===== src/rtl/masked_affine_skid_pkg.sv =====
// masked_affine_skid_pkg: stage occupancy state encoding and default share width
package masked_affine_skid_pkg;
  localparam int SHARE_W = 8;
  typedef enum logic [1:0] {
    ST_EMPTY = 2'd0,
    ST_ONE   = 2'd1,
    ST_FULL  = 2'd2
  } state_e;
endpackage


===== src/rtl/masked_share_reg.sv =====
// masked_share_reg: one share's W-bit load-enabled register, kept as its own hierarchy so
// synthesis cannot merge logic across shares.
// Ports: clk, rst_n (async active-low, clears to 0), en_i load enable, d_i next value, q_o stored value.
(* keep_hierarchy = "yes", dont_touch = "yes" *)
module masked_share_reg #(
  parameter int W = 8
) (
  input  logic         clk,
  input  logic         rst_n,
  input  logic         en_i,
  input  logic [W-1:0] d_i,
  output logic [W-1:0] q_o
);
  always_ff @(posedge clk or negedge rst_n)
    if (!rst_n) q_o <= '0;
    else if (en_i) q_o <= d_i;
endmodule


===== src/rtl/masked_affine_skid.sv =====
// masked_affine_skid: two-entry valid/ready skid stage for a D-share masked bus that XORs the
// affine constant onto share 0 at capture.
// Ports: clk, rst_n (async active-low), flush (sync drop of held entries),
// in_valid/in_ready/in_shares/in_cmpl upstream, out_valid/out_ready/out_shares downstream,
// occupancy = held entry count (0..2).
module masked_affine_skid
  import masked_affine_skid_pkg::*;
#(
  parameter int D = 2,
  parameter int W = SHARE_W
) (
  input  logic           clk,
  input  logic           rst_n,
  input  logic           flush,
  input  logic           in_valid,
  output logic           in_ready,
  input  logic [D*W-1:0] in_shares,
  input  logic [W-1:0]   in_cmpl,
  output logic           out_valid,
  input  logic           out_ready,
  output logic [D*W-1:0] out_shares,
  output logic [1:0]     occupancy
);
  state_e state_q, state_d;
  logic in_fire, out_fire, load_main, load_skid, main_from_skid;
  logic [D*W-1:0] skid_q;
  assign in_ready = (state_q != ST_FULL) & ~flush;
  assign out_valid = state_q != ST_EMPTY;
  assign occupancy = state_q;
  assign in_fire = in_valid & in_ready;
  assign out_fire = out_valid & out_ready;
  // The main/skid mux select depends on state only, never on share data.
  assign main_from_skid = state_q == ST_FULL;
  always_ff @(posedge clk or negedge rst_n)
    if (!rst_n) state_q <= ST_EMPTY;
    else state_q <= state_d;
  always_comb begin
    state_d = state_q;
    load_main = 1'b0;
    load_skid = 1'b0;
    case (state_q)
      ST_EMPTY: if (in_fire) begin
        state_d = ST_ONE;
        load_main = 1'b1;
      end
      ST_ONE: begin
        if (in_fire & ~out_fire) begin
          state_d = ST_FULL;
          load_skid = 1'b1;
        end else if (in_fire) load_main = 1'b1;
        else if (out_fire) state_d = ST_EMPTY;
      end
      ST_FULL: if (out_fire) begin
        state_d = ST_ONE;
        load_main = 1'b1;
      end
      default: state_d = ST_EMPTY;
    endcase
    if (flush) state_d = ST_EMPTY;
  end
  for (genvar i = 0; i < D; i++) begin : g_share
    logic [W-1:0] cap_d, main_d;
    // Only share 0 sees the affine constant; every other share passes through untouched.
    assign cap_d = in_shares[i*W +: W] ^ (i == 0 ? in_cmpl : '0);
    assign main_d = main_from_skid ? skid_q[i*W +: W] : cap_d;
    masked_share_reg #(.W(W)) u_main (
      .clk(clk), .rst_n(rst_n), .en_i(load_main), .d_i(main_d), .q_o(out_shares[i*W +: W])
    );
    masked_share_reg #(.W(W)) u_skid (
      .clk(clk), .rst_n(rst_n), .en_i(load_skid), .d_i(cap_d), .q_o(skid_q[i*W +: W])
    );
  end
endmodule


===== config.mk =====
export PLATFORM = sky130hd
export DESIGN_NAME = masked_affine_skid
export DESIGN_NICKNAME = d
export VERILOG_FILES = /design/src/rtl/masked_affine_skid_pkg.sv /design/src/rtl/masked_share_reg.sv /design/src/rtl/masked_affine_skid.sv
export SDC_FILE = /design/constraint.sdc
export NUM_CORES = 1
export LEC_CHECK = 0
export ABC_AREA = 1
export ABC_CLOCK_PERIOD_IN_PS = 2700
export CORE_AREA = 8 8 63 92
export CTS_BUF_LIST = sky130_fd_sc_hd__clkbuf_8
export DETAILED_ROUTE_END_ITERATION = 10
export DIE_AREA = 0 0 71 100
export GPL_ROUTABILITY_DRIVEN = 0
export PLACE_DENSITY = 0.72
export RECOVER_POWER = 100
export REMOVE_ABC_BUFFERS = 1
export SLEW_MARGIN = 20
export SYNTH_ARGS = -nofsm -noshare
export SYNTH_HDL_FRONTEND = slang
export SYNTH_SLANG_ARGS = --single-unit

===== constraint.sdc =====
create_clock -name clk -period 2.7 [get_ports clk]
set_input_delay 0.675 -clock clk [delete_from_list [all_inputs] [get_ports clk]]
set_output_delay 0.675 -clock clk [all_outputs]
set_load 0.02 [all_outputs]

==> impl_metrics.xml <==
<?xml version="1.0" encoding="UTF-8"?>
<metrics>
  <group name="floorplanning">
    <metric name="num_io_pins" unit="">49</metric>
    <metric name="core_area" unit="um2">4430</metric>
    <metric name="floorplan.die.width" unit="um">71</metric>
    <metric name="initial_core_utilization" unit="%">37.9</metric>
    <metric name="std_cell_rows" unit="">30</metric>
    <metric name="floorplan.die_area" unit="um2">7100</metric>
    <metric name="floorplan.die.height" unit="um">100</metric>
  </group>
  <group name="cts">
    <metric name="clock_sink_count" unit="">34</metric>
    <metric name="cts_root_buf" unit="">sky130_fd_sc_hd__clkbuf_8</metric>
    <metric name="hold_buffers" unit="">0</metric>
    <metric name="clock_tree_from_tritoncts" unit="">built</metric>
    <metric name="clk-insertion-delay-late" unit="ns">0.29</metric>
    <metric name="cts_inserted_buffers" unit="">5</metric>
    <metric name="cts_max_level" unit="">2</metric>
    <metric name="cts_buffer_depth" unit="">2</metric>
    <metric name="post_cts_resize_count" unit="">0</metric>
    <metric name="clk_transition_reported_paths" unit="ns">0.07</metric>
    <metric name="total_setup_buffers_inserted_after_cts" unit="">0</metric>
  </group>
  <group name="yosys">
    <metric name="synth.top_cells.by_count" unit="">sky130_fd_sc_hd__nand2_1 (150), sky130_fd_sc_hd__dfrtp_1 (34), sky130_fd_sc_hd__xor2_1 (8)</metric>
    <metric name="postSynthCellCount" unit="">226</metric>
    <metric name="synthMostInstantiatedCell" unit="">sky130_fd_sc_hd__nand2_1</metric>
    <metric name="synth_area_leaders" unit="">sky130_fd_sc_hd__dfrtp_1 (51%), sky130_fd_sc_hd__nand2_1 (34%), sky130_fd_sc_hd__xor2_1 (4.2%)</metric>
    <metric name="synth_top_cell_area_share" unit="%">50.6</metric>
    <metric name="cell_type_with_the_largest_total_area_after_synthesis" unit="">sky130_fd_sc_hd__dfrtp_1</metric>
    <metric name="syn-mean-instance-area" unit="um2">7.44</metric>
    <metric name="synth-async-reset-ratio" unit="%">100</metric>
    <metric name="yosysWarnings" unit="">0</metric>
    <metric name="synth_enable_flop_cells" unit="">0</metric>
    <metric name="ys_dominant_reg_cell" unit="">sky130_fd_sc_hd__dfrtp_1</metric>
    <metric name="area_of_the_mapped_netlist" unit="um2">1680</metric>
    <metric name="synth_cell_type_count" unit="">17</metric>
    <metric name="synth.ff_latch_count" unit="">34</metric>
    <metric name="seq_area_frac_synth" unit="%">50.6</metric>
  </group>
  <group name="sta">
    <metric name="finalCritPeriodShare" unit="%">92.0</metric>
    <metric name="timing.final.crit_period" unit="ns">2.49</metric>
    <metric name="timing_hold_violations_final" unit="">0</metric>
    <metric name="slew_viol_final" unit="">35</metric>
    <metric name="tightest_slew" unit="ns">1.77</metric>
    <metric name="final.setup.tns" unit="ns">0</metric>
    <metric name="finalSetupViolCount" unit="">0</metric>
    <metric name="postLayoutSetupSlackWorst" unit="ns">0.215</metric>
    <metric name="setup_repair_after_global_routing_missed_its_margin" unit="">no</metric>
    <metric name="max_slew_margin" unit="%">-18.3</metric>
    <metric name="clock_skew" unit="ns">0.00878</metric>
    <metric name="hold-worst-slack" unit="ns">0.466</metric>
    <metric name="clock.fmax" unit="GHz">0.402</metric>
  </group>
  <group name="run_status">
    <metric name="outcome" unit="">finished, violations left</metric>
    <metric name="failed_checks" unit="">capacitance limit, slew limit</metric>
  </group>
  <group name="power_and_ir_drop">
    <metric name="cell_internal_pwr" unit="mW">1.33</metric>
    <metric name="power_frac_comb" unit="%">42.2</metric>
    <metric name="irDropWorstVdd" unit="mV">0.271</metric>
    <metric name="leakagePower" unit="nW">1.25</metric>
    <metric name="power.share.switching" unit="%">39.3</metric>
    <metric name="power_density" unit="nW/um2">958</metric>
    <metric name="power.net_switching" unit="uW">858</metric>
    <metric name="p_seq_share" unit="%">39.7</metric>
    <metric name="power.share.clock" unit="%">18.0</metric>
    <metric name="overall_power_after_layout" unit="mW">2.18</metric>
  </group>
  <group name="global_routing">
    <metric name="largest_net_degree_at_the_start_of_global_routing" unit="">35</metric>
    <metric name="antenna_violations_before_repair" unit="">0</metric>
    <metric name="globalRouteOverflowTotal" unit="">0</metric>
    <metric name="first_global_vias" unit="">1579</metric>
    <metric name="grt_pass1_wl" unit="um">6760</metric>
    <metric name="grt_usage" unit="%">12.1</metric>
  </group>
  <group name="drt">
    <metric name="num_vias" unit="">1492</metric>
    <metric name="routedWlPerCell" unit="um">11.8</metric>
    <metric name="drt.antenna.violating_nets" unit="">0</metric>
    <metric name="drc" unit="">0</metric>
    <metric name="detailedRoute.firstIterationViolations" unit="">58</metric>
    <metric name="avgViaCountPerCell" unit="">4.53</metric>
    <metric name="wl" unit="um">3880</metric>
    <metric name="drt_pre_antenna_iters" unit="">4</metric>
  </group>
  <group name="worst_setup_path">
    <metric name="worstSetupPathType" unit="">flip-flop to output port</metric>
    <metric name="critical_path.max_fanout" unit="">19</metric>
    <metric name="cp_slowest_stage_delay" unit="ns">0.61</metric>
    <metric name="path_common_cell" unit="">sky130_fd_sc_hd__inv_1</metric>
    <metric name="timing.critical_path.cells" unit="">inv_1 &gt; nand2_4 &gt; inv_1 &gt; nor2_1 &gt; clkdlybuf4s50_1</metric>
    <metric name="crit_slowest_cell" unit="">sky130_fd_sc_hd__clkdlybuf4s50_1</metric>
    <metric name="worst_setup_path_start_kind" unit="">flip-flop</metric>
    <metric name="endpoint_kind" unit="">output port</metric>
    <metric name="cp_data_arrival_time" unit="ns">1.81</metric>
    <metric name="required" unit="ns">2.03</metric>
  </group>
  <group name="place">
    <metric name="dp_cells" unit="">321</metric>
    <metric name="detailed_place.area" unit="um2">2200</metric>
    <metric name="placement.setup.worst_slack" unit="ns">0.211</metric>
    <metric name="final_hpwl_from_detailed_placement" unit="um">2860</metric>
    <metric name="buffer_ports.inserted" unit="">48</metric>
  </group>
  <group name="cells_and_area">
    <metric name="layout.nets" unit="">309</metric>
    <metric name="fin_area" unit="um2">2280</metric>
    <metric name="finish.cell_count_without_fillers" unit="">329</metric>
    <metric name="final_layout_size_suffix_gt1_share" unit="%">5.69</metric>
    <metric name="postLayoutCoreUtil" unit="%">51.5</metric>
    <metric name="n_antenna_cell" unit="">0</metric>
    <metric name="syn_to_final_growth" unit="%">35.7</metric>
  </group>
  <group name="min_path">
    <metric name="hold_class" unit="">flip-flop to flip-flop</metric>
  </group>
  <group name="flow_run">
    <metric name="max_cap_viol_count" unit="">1</metric>
  </group>
</metrics>
## layout by cell type, fill, tap and decap left out, types with 3 or more instances in the layout
cell type	n
sky130_fd_sc_hd__buf_4	3
sky130_fd_sc_hd__clkbuf_1	3
sky130_fd_sc_hd__clkbuf_8	6
sky130_fd_sc_hd__clkdlybuf4s50_1	28
sky130_fd_sc_hd__dfrtp_1	34
sky130_fd_sc_hd__dlygate4sd3_1	19
sky130_fd_sc_hd__inv_1	10
sky130_fd_sc_hd__nand2_1	150
sky130_fd_sc_hd__nor2_1	5
sky130_fd_sc_hd__xor2_1	8
## cell families after synthesis
family | Yosys count | share of synthesized area, %
simple gates | 161 | 37.2
flops | 34 | 50.6
compound gates | 5 | 2.09
buf+inv | 18 | 5.96
xor+xnor | 8 | 4.17
## cell type report
cell class	count	area, um2
Clock buffer	6	82.6
Clock inverter	2	12.5
Fill cell	464	2150
Inverter	12	45.0
Multi-Input combinational cell	174	724
Sequential cell	34	851
Tap cell	48	60.1
Timing Repair Buffer	53	504
## power groups by stage
stage	registers [mW]	logic, mW	clock network [mW]
2_1_floorplan	1.02	0.406	0
3_3_place_gp	0.875	0.979	0
6_report	0.868	0.923	0.393
3_5_place_dp	0.885	0.997	0
4_1_cts	0.877	0.999	0.406
5_1_grt	0.895	1.05	0.428
## sequential cells by signal (all words and copies together), names as in the netlist
register	cells
g_share.u_skid/q_o	16
occupancy	2
g_share.u_main/q_o	16
## final timing paths
kind,from,endpoint,slack (ns),cells after the start
hold reg to reg,g_share[1].u_main/q_o[7],g_share[1].u_main/q_o[7],0.47,2
hold / removal,g_share[1].u_main/q_o[7],g_share[1].u_main/q_o[7],0.47,2
min in group asynchronous,rst_n,g_share[1].u_main/q_o[7],0.85,1
setup / recovery,occupancy[0],in_ready,0.21,5
max in group asynchronous,rst_n,g_share[1].u_main/q_o[0],0.82,1
setup reg to reg,occupancy[0],g_share[0].u_main/q_o[5],0.32,10
## worst max-delay path, delay by kind of cell, from the launching register on
kind | cells | cell delay [ns]
buffers and inverters | 3 | 0.80
DFF | 1 | 0.43
and+or+nand+nor | 2 | 0.30
## routing by layer
metal | GRT usage, % | up-vias | part of all wire, %
li1 | - | 783 | -
met1 | 10.4 | 672 | 38
met2 | 23.0 | 31 | 55
met3 | 3.69 | 6 | 4.4
met4 | 8.05 | 0 | 2.4
met5 | 0 | - | 0
No activity file was read; power rests on OpenSTA's default activity.
